===== src/rtl/mul_issue_unit.sv =====
// mul_issue_unit: issue stage between execute and the iterative multiplier.
// Holds one RV32M multiply op, issues it, captures the result and presents
// it to writeback tagged with rd. Flushes never abort an in-flight multiply;
// an outstanding result is drained and discarded instead.
// Optional feature: define MUL_ISSUE_CACHE_EN for a one-entry result cache.
module mul_issue_unit #(
  parameter int unsigned XLEN = 32,
  parameter int unsigned RD_W = 5
) (
  input  logic            clk,
  input  logic            rst,
  input  logic            flush,
  input  logic            in_valid,
  output logic            in_ready,
  input  logic [XLEN-1:0] in_rs1,
  input  logic [XLEN-1:0] in_rs2,
  input  logic [2:0]      in_funct3,
  input  logic [RD_W-1:0] in_rd,
  output logic            mul_valid,
  input  logic            mul_ready,
  output logic [XLEN-1:0] mul_a,
  output logic [XLEN-1:0] mul_b,
  output logic [1:0]      mul_op,
  input  logic            res_valid,
  output logic            res_ready,
  input  logic [XLEN-1:0] res_data,
  output logic            wb_valid,
  input  logic            wb_ready,
  output logic [RD_W-1:0] wb_rd,
  output logic [XLEN-1:0] wb_data,
  output logic            wb_err
);

  localparam int unsigned OP_W = 2;

  typedef enum logic [OP_W-1:0] {
    OP_MUL    = 2'd0,
    OP_MULH   = 2'd1,
    OP_MULHSU = 2'd2,
    OP_MULHU  = 2'd3
  } riscv_mul_op_e;

  typedef enum logic [2:0] {
    S_IDLE  = 3'd0,
    S_ISSUE = 3'd1,
    S_WAIT  = 3'd2,
    S_WB    = 3'd3,
    S_DRAIN = 3'd4
  } state_e;

  state_e        state_q, state_d;
  logic [XLEN-1:0] a_q, a_d, b_q, b_d, data_q, data_d;
  logic [RD_W-1:0] rd_q, rd_d;
  riscv_mul_op_e op_q, op_d, op_dec;
  logic          err_q, err_d;
  logic          accept;

`ifdef MUL_ISSUE_CACHE_EN
  logic            c_vld_q, c_vld_d;
  logic [XLEN-1:0] c_a_q, c_a_d, c_b_q, c_b_d, c_res_q, c_res_d;
  riscv_mul_op_e   c_op_q, c_op_d;
  logic            c_hit;
`endif

  // Flush blocks acceptance in the same cycle, so it gates in_ready directly
  assign in_ready  = (state_q == S_IDLE) && !flush;
  assign mul_valid = (state_q == S_ISSUE);
  assign res_ready = (state_q == S_WAIT) || (state_q == S_DRAIN);
  assign wb_valid  = (state_q == S_WB);
  assign mul_a     = a_q;
  assign mul_b     = b_q;
  assign mul_op    = op_q;
  assign wb_rd     = rd_q;
  assign wb_data   = data_q;
  assign wb_err    = err_q;

  assign accept = in_valid && in_ready;
  assign op_dec = riscv_mul_op_e'(in_funct3[1:0]);

`ifdef MUL_ISSUE_CACHE_EN
  assign c_hit = c_vld_q && (c_a_q == in_rs1) && (c_b_q == in_rs2) && (c_op_q == op_dec);
`endif

  // Next-state and held-register update
  always_comb begin
    state_d = state_q;
    a_d     = a_q;
    b_d     = b_q;
    op_d    = op_q;
    rd_d    = rd_q;
    data_d  = data_q;
    err_d   = err_q;
`ifdef MUL_ISSUE_CACHE_EN
    c_vld_d = c_vld_q;
    c_a_d   = c_a_q;
    c_b_d   = c_b_q;
    c_op_d  = c_op_q;
    c_res_d = c_res_q;
`endif
    unique case (state_q)
      S_IDLE: begin
        if (accept) begin
          a_d    = in_rs1;
          b_d    = in_rs2;
          op_d   = op_dec;
          rd_d   = in_rd;
          data_d = '0;
          err_d  = 1'b0;
          if (in_funct3[2]) begin
            err_d   = 1'b1;
            state_d = S_WB;
          end else if (in_rd == '0) begin
            state_d = S_WB;
`ifdef MUL_ISSUE_CACHE_EN
          end else if (c_hit) begin
            data_d  = c_res_q;
            state_d = S_WB;
`endif
          end else begin
            state_d = S_ISSUE;
          end
        end
      end
      S_ISSUE: begin
        if (flush)          state_d = S_IDLE;
        else if (mul_ready) state_d = S_WAIT;
      end
      S_WAIT: begin
        // A result consumed in the flush cycle needs no drain
        if (flush) begin
          state_d = res_valid ? S_IDLE : S_DRAIN;
        end else if (res_valid) begin
          data_d  = res_data;
          err_d   = 1'b0;
          state_d = S_WB;
`ifdef MUL_ISSUE_CACHE_EN
          c_vld_d = 1'b1;
          c_a_d   = a_q;
          c_b_d   = b_q;
          c_op_d  = op_q;
          c_res_d = res_data;
`endif
        end
      end
      S_WB: begin
        if (flush || wb_ready) state_d = S_IDLE;
      end
      S_DRAIN: begin
        if (res_valid) state_d = S_IDLE;
      end
      default: state_d = S_IDLE;
    endcase
`ifdef MUL_ISSUE_CACHE_EN
    if (flush) c_vld_d = 1'b0;
`endif
  end

  // State and held registers
  always_ff @(posedge clk or posedge rst) begin
    if (rst) begin
      state_q <= S_IDLE;
      a_q     <= '0;
      b_q     <= '0;
      op_q    <= OP_MUL;
      rd_q    <= '0;
      data_q  <= '0;
      err_q   <= 1'b0;
    end else begin
      state_q <= state_d;
      a_q     <= a_d;
      b_q     <= b_d;
      op_q    <= op_d;
      rd_q    <= rd_d;
      data_q  <= data_d;
      err_q   <= err_d;
    end
  end

`ifdef MUL_ISSUE_CACHE_EN
  // One-entry result cache
  always_ff @(posedge clk or posedge rst) begin
    if (rst) begin
      c_vld_q <= 1'b0;
      c_a_q   <= '0;
      c_b_q   <= '0;
      c_op_q  <= OP_MUL;
      c_res_q <= '0;
    end else begin
      c_vld_q <= c_vld_d;
      c_a_q   <= c_a_d;
      c_b_q   <= c_b_d;
      c_op_q  <= c_op_d;
      c_res_q <= c_res_d;
    end
  end
`endif

endmodule


===== config.mk =====
export PLATFORM = sky130hd
export DESIGN_NAME = mul_issue_unit
export DESIGN_NICKNAME = d
export VERILOG_FILES = /design/src/rtl/mul_issue_unit.sv
export SDC_FILE = /design/constraint.sdc
export NUM_CORES = 1
export LEC_CHECK = 0
export CORE_MARGIN = 10
export CORE_UTILIZATION = 42
export CTS_CLUSTER_DIAMETER = 100
export CTS_CLUSTER_SIZE = 28
export DETAILED_ROUTE_END_ITERATION = 10
export PLACE_DENSITY = 0.86
export SLEW_MARGIN = 40
export SYNTH_ARGS = -nofsm -noshare
export SYNTH_HDL_FRONTEND = slang
export SYNTH_SLANG_ARGS = --single-unit

===== constraint.sdc =====
create_clock -name clk -period 5.07 [get_ports clk]
set_input_delay 0.7605 -clock clk [delete_from_list [all_inputs] [get_ports clk]]
set_output_delay 0.7605 -clock clk [all_outputs]
set_load 0.01 [all_outputs]

**Word-level counts from Yosys, hierarchy flattened**

Index checks and enable logic that the tools add are counted.
Widths: inputs -> output; s select.

- Output and inout bits: 108
- RAM bits: 0
- Logic and storage cells: 49
- Bits in latches: 0
- Memories kept: 0
- Register bits: 107
- Memory bits (read-only): 0
- Bits of input ports: 111

- Magnitude comparators: 0
- Add/subtract/negate cells: 0
- Shifts and indexed selects: 0
- $mul: 0
- Equality and inequality tests: 11
- Muxes and demuxes: 20
- Reduce and logical (&&, ||, !) cells: 11
- Divide/modulo/power cells: 0
- Bitwise logic cells: 0

Operators by type and width:

| cell | count |
|---|---|
| $mux 32 | 3 |
| $pmux 32 s2 | 1 |
| $mux 3 | 8 |
| $pmux 3 s5 | 1 |
| $ne 2x2->1 const B | 4 |
| $eq 3x2->1 const B | 2 |
| $logic_not 5->1 | 1 |
| $reduce_and 5->1 | 1 |
| $mux 1 | 4 |
| $mux 2 | 2 |
| $reduce_and 4->1 | 1 |
| $eq 3x1->1 const B | 1 |
| $eq 3x3->1 const B | 1 |
| $logic_not 3->1 | 1 |
| $ne 3x2->1 const B | 1 |
| $ne 3x3->1 const B | 1 |
| $logic_and 1x1->1 | 2 |
| $logic_or 1x1->1 | 2 |
| $ne 2x1->1 const B | 1 |
| $pmux 1 s2 | 1 |
| $reduce_and 2->1 | 1 |
| $reduce_bool 2->1 | 1 |
| $logic_not 1->1 | 1 |

**Logic depth before layout (Yosys ltp)**

Gate-level depths: netlist of run 1.

- Word-level depth: 5
- Depth in mapped cells: 6
- Gate-level depth less buffers: 3

**Worst setup path before layout of run 1**

Ideal clock, no wire load.

- Path kind: input -> register
- From: input flush
- To: register data_q[10], in the netlist wb_data[10]
- Arrival time: 1.723 ns
- Library setup time: 0.121 ns
- Data required time: 4.949 ns
- Stages: 4
- Path buffers: 2
- Slack: 3.226 ns
- Path through: or4_1 buf_2 buf_6 a22o_1

- Cells in the longest elaborated chain, start to end: 5
- Elaborated cells between the ends (all ways): 6
- Those cells by class: eq/ne (2); reduce/logical (4)

RTL lines:

| what | line | text |
|---|---|---|
| start, declared | 12 | `input logic flush,` |
| $logic_not 1->1 | 66 | `assign in_ready = (state_q == S_IDLE) && !flush;` |
| $logic_and 1x1->1 | 66 |  |
| $logic_and 1x1->1 | 77 | `assign accept = in_valid && in_ready;` |
| $ne 2x2->1 (no line) | n/a |  |
| $reduce_and 4->1 (no line) * | n/a |  |
| end signal, assigned | 174 | `data_q <= data_d;` |
| end, declared | 52 | `logic [XLEN-1:0] a_q, a_d, b_q, b_d, data_q, data_d;` |

Mark *: on every way between the ends. The rest lies on a longest branch, timed or not.
A chain may end at the register's enable or synchronous reset.

**Final worst setup path of run 1**

- From: input flush
- To: output in_ready

- Cells in the longest elaborated chain, start to end: 2

RTL lines:

| what | line | text |
|---|---|---|
| $logic_not 1->1 | 66 |  |
| $logic_and 1x1->1 | 66 |  |
| end, declared | 14 | `output logic in_ready,` |

Every way passes these cells.

==> flow_summary.json, run 1 <==
{
  "drtAntennaViolNets": 0,
  "overflow": 0,
  "fp.dieW_um": 119,
  "yosysSeqAreaShare_pct": 65.4,
  "hp-class": "reg -> reg",
  "worstHoldStart": "wb_err",
  "ir_worst_vdd_uv": 260,
  "setup_violations": 0,
  "final_common_cell": "clkdlybuf4s50_1",
  "yosys_warnings": 0,
  "grt_pass1_vias": 3326,
  "grt_max_degree": 76,
  "firstDrtPassIters": 4,
  "diodes": 0,
  "rr_startpoint": "state_q[0]",
  "numCtsBuffers": 9,
  "hold_violations": 0,
  "clock_sinks": 107,
  "layout.cells.most_common_list": "clkdlybuf4s50_1, dfrtp_1, mux2_2",
  "leakagePower_nw": 2.74,
  "clock_skew_ns": 0.0140,
  "ys_ff_latch": 107,
  "design_area_mm2": 0.00650,
  "post_cts_buffers": 0,
  "ff2ff_setup_slack_ns": 2.89,
  "rows": 35,
  "die_h_um": 119,
  "cts_tree": "yes",
  "cts_hold_buf": 0,
  "dp.final_hpwl_mm": 9.51,
  "h-tree-depth": 3,
  "wire_per_inst_um": 20.2,
  "root_buffer": "clkbuf_8",
  "io_buffer_count": 218,
  "r2r-end": "mul_b[6]",
  "synth_fp_nets": 365,
  "path_max_fanout": 7,
  "fin_crit_sh_pct": 57.6,
  "finalCriticalPeriod_ns": 2.92,
  "antenna_found_initial": 0,
  "status": "finished clean",
  "max_freq_mhz": 342,
  "fp.coreArea_mm2": 0.00937,
  "worst_pin_slew_ns": 0.710,
  "maxCapViolCount": 0,
  "initial_core_util_pct": 43.7,
  "io_pins": 219,
  "endpoint_kind": "primary output",
  "routed_via_density": 4.97,
  "hold_depth": 1,
  "path_class": "in -> out",
  "synth_area_per_cell_um2": 16.1,
  "cts_resized": 0,
  "relSlewSlack_pct": 52.6,
  "synth.largest_area_cell": "dfrtp_1",
  "clkTransAtPathRegs_ns": 0.10,
  "placed_cell_area_mm2": 0.00631,
  "finalMaxSlewViolations": 0,
  "die_area_mm2": 0.0141,
  "grt_pass1_wl_mm": 18.9,
  "yosysUniqueCellTypes": 26,
  "fin_setup_tns_ns": 0,
  "totalWireLength_mm": 12.2,
  "drtIter0Drc": 134,
  "drc": 0,
  "syn2layout_area_growth_pct": 58.6,
  "hold_path_end": "wb_err",
  "nNetsFinal": 579,
  "netlist.area_leader.share_pct": 65.4,
  "insertion_delay_ns": 0.35,
  "fill_cells": 694,
  "drive_above_1_share_pct": 20.3,
  "clk_path_buf_depth": 2,
  "required_ns": 4.31,
  "critPathArrivalTime_ns": 2.16,
  "place_congestion": 0.789,
  "syn_area_mm2": 0.00410,
  "via_count": 2992,
  "worst_r2r_path_depth": 4,
  "grt.total_usage_pct": 16.7,
  "synth_area_leaders": "dfrtp_1, mux2_2, a22o_1",
  "power.density_mw_per_mm2": 494,
  "rsz0062_at_grt": "false",
  "cp-start-kind": "input port",
  "syn-instance-count": 254
}
final cells by class:
type                    count  area (µm²)  area share [%]
clock buffers              10         138            2.12
clock inverters             6        47.5           0.732
inverters                   1        8.76           0.135
multi-input cells         129        1270            19.5
flip-flops and latches    107        2680            41.2
well taps                 129         161            2.48
repair buffers            220        2200            33.8
stage by stage:
step	instances	total power [mW]	worst slack, ns	hold WS [ns]	utilization, %
floorplan	254	1.90	1.49	0.522	-
global placement	586	2.71	2.11	0.474	67.3
detailed placement	586	2.77	2.03	0.478	67.3
CTS	602	3.26	2.14	0.506	69.3
global route	602	3.40	2.06	0.533	69.3
finish	602	3.21	2.15	0.506	69.3
cells by family after synthesis:
kind of cell           Yosys count  share of synthesized area, %
buffers and inverters           18                          3.79
and+or+nand+nor                 18                          2.93
DFF                            107                          65.4
AOI/OAI and AO/OA               38                          7.91
muxes                           73                          20.0
worst max-delay path, cell delays in order:
cell	delay, ns
clkdlybuf4s50_1	0.55
nor4_4	0.23
clkdlybuf4s50_1	0.62
layer usage:
metal	GRT usage (%)	share of wire (%)	up-vias
li1	-	-	1353
met2	29.9	53	125
met1	17.9	37	1501
met3	6.57	8.7	13
met4	4.20	1.4	0
met5	0	0	-
how the worst max path moves through the flow:
stage	startpoint	end	slack (ns)	depth (start not counted)
6_report	flush	in_ready	2.15	3
5_1_grt	flush	in_ready	2.06	3
4_1_cts	flush	in_ready	2.14	3
3_5_place_dp	flush	mul_a[3]	2.03	5
3_3_place_gp	flush	mul_b[4]	2.11	5
2_1_floorplan	rst	mul_a[0]	1.49	1
power by group:
group          switching, mW  internal, mW
Sequential             0.175          1.17
Combinational          0.503         0.872
Clock                  0.288         0.198
Total                  0.966          2.24
registers in the layout (all words and copies together) (netlist names):
| name | cells |
|---|---|
| mul_a | 32 |
| wb_data | 32 |
| mul_b | 32 |
| wb_err | 1 |
| state_q | 3 |
| mul_op | 2 |
| wb_rd | 5 |
synthesized netlist by cell type:
cell       count
a32o_1         1
nor3_1         1
mux2_2        71
o21ba_2        1
buf_6         11
nor2_1         4
inv_1          1
or4_1          2
dfrtp_1      107
nand2_2        1
or4b_2         1
nor4_1         1
buf_2          4
o2bb2ai_1      1
a21oi_1        2
and3_1         1
clkbuf_1       2
nor4_4         1
nand3_1        1
nor3b_1        1
mux2i_1        2
o21ai_0        1
nand2_1        1
and2_1         1
a22o_1        32
nor2b_1        2
No activity file was read; power rests on OpenSTA's default activity.
==> run 2: changes to the inputs <==
--- a/config.mk
+++ b/config.mk
@@ -6,11 +6,11 @@
 export NUM_CORES = 1
 export LEC_CHECK = 0
 export CORE_MARGIN = 10
-export CORE_UTILIZATION = 42
+export CORE_UTILIZATION = 35
 export CTS_CLUSTER_DIAMETER = 100
 export CTS_CLUSTER_SIZE = 28
 export DETAILED_ROUTE_END_ITERATION = 10
-export PLACE_DENSITY = 0.86
+export PLACE_DENSITY = 0.77
 export SLEW_MARGIN = 40
 export SYNTH_ARGS = -nofsm -noshare
 export SYNTH_HDL_FRONTEND = slang
==> constraint.sdc (replaced) <==
create_clock -name clk -period 2.6 [get_ports clk]
set_input_delay 0.39 -clock clk [delete_from_list [all_inputs] [get_ports clk]]
set_output_delay 0.39 -clock clk [all_outputs]
set_load 0.01 [all_outputs]
==> run 2 against run 1 <==
Clock-buffer cell count grew 1; combinational power increased by 96%; routed wire length shrank 0.16%; first-iteration DRC count down 33%; critical path depth stayed put; non-clock buffer count grew 2; critical path type is now reg -> out; largest power group unchanged.
==> flow_summary.json, run 2 (synthesis gave the netlist of run 1 again) <==
{
  "via_count": 2978,
  "leakagePower_nw": 2.81,
  "final_common_cell": "clkdlybuf4s50_1",
  "critPathArrivalTime_ns": 1.97,
  "grt_pass1_wl_mm": 19.1,
  "worst_pin_slew_ns": 0.715,
  "hold_violations": 0,
  "max_freq_mhz": 424,
  "place_congestion": 0.804,
  "rsz0062_at_grt": "false",
  "required_ns": 2.21,
  "path_max_fanout": 8,
  "antenna_found_initial": 0,
  "grt.total_usage_pct": 14.6,
  "die_area_mm2": 0.0164,
  "initial_core_util_pct": 35.9,
  "finalCriticalPeriod_ns": 2.36,
  "cts_tree": "yes",
  "path_class": "reg -> out",
  "clock_skew_ns": 0.00435,
  "firstDrtPassIters": 5,
  "fill_cells": 958,
  "clock_sinks": 107,
  "totalWireLength_mm": 12.1,
  "ir_worst_vdd_uv": 608,
  "clk_path_buf_depth": 2,
  "routed_via_density": 4.82,
  "hold_ws_ns": 0.505,
  "swShare_pct": 29.0,
  "root_buffer": "clkbuf_16",
  "fp.coreArea_mm2": 0.0114,
  "syn2layout_area_growth_pct": 63.2,
  "power.density_mw_per_mm2": 995,
  "rr_startpoint": "state_q[1]",
  "highest_layer": "met4",
  "grt_pass1_vias": 3420,
  "pwr-share-clk_pct": 19.9,
  "rows": 39,
  "dp.final_hpwl_mm": 9.61,
  "route.met3.wl_mm": 1.06,
  "fin_crit_sh_pct": 90.7,
  "wl_met1_mm": 4.26,
  "cts_hold_buf": 0,
  "net-switching-power_mw": 1.93,
  "drc": 0,
  "placed_cell_area_mm2": 0.00639,
  "cts_resized": 0,
  "drtAntennaViolNets": 0,
  "fp.dieW_um": 128,
  "cp-start-kind": "flip-flop",
  "nNetsFinal": 581,
  "clkTransAtPathRegs_ns": 0.07,
  "h-tree-depth": 3,
  "worstSetupStartpoint": "state_q[1]",
  "diodes": 0,
  "wl_met2_mm": 6.51,
  "layout.cells.most_common_list": "clkdlybuf4s50_1, dfrtp_1, mux2_2",
  "relSlewSlack_pct": 52.3,
  "pre_cts_ws_ns": 0.392,
  "power_frac_comb_pct": 40.6,
  "post_cts_buffers": 0,
  "endpoint_kind": "primary output",
  "fin_setup_tns_ns": 0,
  "die_h_um": 128,
  "setup_violations": 0,
  "drive_above_1_share_pct": 20.4,
  "seq_power_share_pct": 39.5,
  "status": "finished clean",
  "io_pins": 219,
  "intPower_mw": 4.72,
  "hp-class": "in -> async",
  "overflow": 0,
  "maxCapViolCount": 0,
  "design_area_mm2": 0.00669,
  "grt_max_degree": 73,
  "io_buffer_count": 218,
  "fin_ws_ns": 0.243,
  "insertion_delay_ns": 0.34,
  "drtIter0Drc": 90,
  "finalMaxSlewViolations": 0,
  "numCtsBuffers": 9,
  "wire_per_inst_um": 19.7
}
==> run 2: stage by stage <==
step	total power, mW	util, %	cells
after floorplan	3.70	-	254
after global routing	7.05	58.6	618
after detailed placement	5.42	56.0	602
final	6.65	58.6	618
after CTS	6.78	58.6	618
after global placement	5.32	56.0	602
==> run 2: worst max-delay path: stages, from the launching register on <==
cell             delay [ns]
dfrtp_1                0.53
nor2b_1                0.34
o21ba_2                0.19
clkdlybuf4s50_1        0.56
==> run 2: layer usage <==
metal  GRT usage, %  up-vias
met1           15.5     1472
met5              0        -
met2           25.4      128
met4           5.76        0
li1               -     1355
met3           5.54       23
==> run 2: area by class of cell <==
type | instances | area [µm²] | area share [%]
clock inverters | 5 | 42.5 | 0.636
clock buffers | 11 | 253 | 3.78
inverters | 1 | 7.51 | 0.112
multi-input cells | 129 | 1260 | 18.9
flip-flops and latches | 107 | 2680 | 40.0
repair buffers | 222 | 2260 | 33.8
well taps | 143 | 179 | 2.68
==> run 2: power by group through the flow <==
stage	combinational (mW)	sequential (mW)	clock, mW
floorplan	0.781	2.92	0
global placement	2.70	2.62	0
detailed placement	2.75	2.66	0
CTS	2.76	2.64	1.37
global route	2.88	2.72	1.45
finish	2.70	2.63	1.32
==> run 2: worst paths after layout <==
path | slack, ns | depth (start not counted) | to
worst max-delay path | 0.24 | 3 | res_ready
worst min-delay path | 0.51 | 2 | mul_a[11]
worst max register to register | 0.80 | 3 | wb_data[25]
worst min register to register | 0.51 | 1 | mul_a[5]
max in group asynchronous | 1.46 | 3 | mul_a[16]
min in group clk | 0.51 | 1 | mul_a[5]
==> run 3: changes to the inputs <==
--- a/config.mk
+++ b/config.mk
@@ -5,7 +5,7 @@
 export SDC_FILE = /design/constraint.sdc
 export NUM_CORES = 1
 export LEC_CHECK = 0
-export CORE_MARGIN = 10
+export CORE_MARGIN = 3
 export CORE_UTILIZATION = 35
 export CTS_CLUSTER_DIAMETER = 100
 export CTS_CLUSTER_SIZE = 28
==> run 3 against run 2 <==
Maximum frequency grew 0.37%; sequential power is essentially flat; clock skew grew 0.0045 ns; highest routed layer unchanged; utilization grew 1.6 points; sequential share of layout area is essentially flat; critical path depth is the same; flip-flop and latch count is the same; worst setup slack gained 0.0087 ns; combinational power shrank 1%; largest power group unchanged; routed wire length shrank 9.0%; clock power grew 6%.
==> flow_summary.json, run 3 (synthesis gave the netlist of run 1 again) <==
{
  "critPathArrivalTime_ns": 1.96,
  "p_total_mw": 6.70,
  "cp.depth": 3,
  "rsz0062_at_grt": "false",
  "maxCapViolCount": 0,
  "worst_path_max_delay_cell": "clkdlybuf4s50_1",
  "hold_violations": 0,
  "finalCriticalPeriod_ns": 2.35,
  "required_ns": 2.21,
  "cp-start-kind": "flip-flop",
  "clk_path_buf_depth": 2,
  "hp-class": "reg -> reg",
  "net-switching-power_mw": 1.93,
  "power_frac_comb_pct": 39.7,
  "drc": 0,
  "relSlewSlack_pct": 62.9,
  "fp.dieW_um": 114,
  "nNetsFinal": 581,
  "leakagePower_nw": 2.82,
  "endpoint_kind": "primary output",
  "h-tree-depth": 3,
  "clkTransAtPathRegs_ns": 0.08,
  "grt_max_degree": 108,
  "setup_violations": 0,
  "status": "finished clean",
  "dp.final_hpwl_mm": 8.17,
  "use_met3_pct": 6.24,
  "via_count": 3011,
  "ff2ff_setup_slack_ns": 0.82,
  "worst_r2r_path_depth": 4,
  "wire_per_inst_um": 18.0,
  "final_common_cell": "clkdlybuf4s50_1",
  "fp.coreArea_mm2": 0.0111,
  "pre_cts_ws_ns": 0.363,
  "root_buffer": "clkbuf_16",
  "fin_crit_sh_pct": 90.3,
  "grt_pass1_wl_mm": 17.3,
  "max_freq_mhz": 426,
  "die_h_um": 114,
  "swShare_pct": 28.8,
  "antenna_found_initial": 0,
  "clock_sinks": 107,
  "layout.cells.most_common_list": "clkdlybuf4s50_1, dfrtp_1, mux2_2",
  "grt.total_usage_pct": 17.2,
  "place_congestion": 0.723,
  "numCtsBuffers": 9,
  "clock_skew_ns": 0.00884,
  "drtAntennaViolNets": 0,
  "grt_pass1_vias": 3260,
  "totalWireLength_mm": 11.0,
  "worst_pin_slew_ns": 0.557,
  "cp_cell_sequence": "nor2b_1 -> o21ba_2 -> clkdlybuf4s50_1",
  "post_cts_buffers": 0,
  "use_met1_pct": 20.6,
  "endpoint": "res_ready",
  "path_class": "reg -> out",
  "diodes": 0,
  "use_met2_pct": 28.4,
  "routed_via_density": 4.90,
  "cts_hold_buf": 0,
  "io_pins": 219,
  "grt_busiest_layer": "met2",
  "overflow": 0,
  "ir_worst_vdd_uv": 571,
  "insertion_delay_ns": 0.34,
  "drtIter0Drc": 127,
  "rr_startpoint": "state_q[1]",
  "cts_resized": 0,
  "path_buf_inv": 1,
  "fin_ws_ns": 0.252,
  "max_stage_delay_ns": 0.57,
  "path_max_fanout": 8,
  "power.density_mw_per_mm2": 1000,
  "io_buffer_count": 218,
  "initial_core_util_pct": 36.8,
  "r2r-end": "wb_data[3]",
  "worstSetupStartpoint": "state_q[1]",
  "die_area_mm2": 0.0130,
  "drive_above_1_share_pct": 20.4,
  "finalMaxSlewViolations": 0,
  "firstDrtPassIters": 4,
  "syn2layout_area_growth_pct": 63.3,
  "seq_power_share_pct": 39.4,
  "cp_top_family": "buffers and inverters",
  "pwr-share-clk_pct": 20.9,
  "cts_tree": "yes",
  "fin_setup_tns_ns": 0,
  "rows": 38,
  "intPower_mw": 4.77
}
run 3: cell types whose count changed in the layout (fill, tap and decap cells not counted), sizes merged:
| cell | change |
|---|---|
| clkbuf | -2 |
| bufinv | +1 |
| inv | +1 |
run 3: worst min path at each step:
stage | slack, ns | end | depth (start not counted) | from
6_report | 0.50 | wb_err | 1 | wb_err
3_5_place_dp | 0.48 | wb_err | 1 | wb_err
4_1_cts | 0.51 | wb_err | 1 | wb_err
3_3_place_gp | 0.49 | mul_b[19] | 1 | mul_b[19]
2_1_floorplan | 0.46 | state_q[2] | 1 | res_valid
5_1_grt | 0.51 | mul_a[7] | 1 | mul_a[7]
run 3: routing by layer:
metal / share of wire (%) / routed length (µm)
met5: 0 / 0
met4: 1.8 / 201
met2: 50 / 5550
met3: 9.9 / 1100
met1: 38 / 4200
run 3: layout make-up:
| class | instances | area, µm² |
|---|---|---|
| sequential | 107 | 2680 |
| clock inverter | 7 | 83.8 |
| timing repair buffer | 222 | 2250 |
| clock buffer | 9 | 225 |
| tap | 140 | 175 |
| inverter | 1 | 7.51 |
| fill | 891 | 4440 |
| multi-input combinational | 129 | 1270 |
run 3: power by group through the flow:
stage	sequential [mW]	clock [mW]	combinational, mW
after global routing	2.73	1.53	2.83
after CTS	2.65	1.45	2.71
after floorplan	2.92	0	0.781
final	2.64	1.40	2.66
after global placement	2.62	0	2.64
after detailed placement	2.67	0	2.69
run 3: metrics by stage:
stage                     util [%]  std cells  area (µm²)  hold WS [ns]
after floorplan                  -        254        4100         0.461
after global placement        57.3        599        6380         0.486
after detailed placement      57.3        599        6380         0.484
after CTS                     60.1        615        6690         0.505
after global routing          60.1        615        6690         0.513
final                         60.1        615        6690         0.502
run 3: worst register-to-register path, cell delays in order (launching register included):
cell and delay (ns):
dfrtp_1 0.54, mux2i_1 0.11, or4_1 0.46, buf_4 0.27
a22o_1 0.28
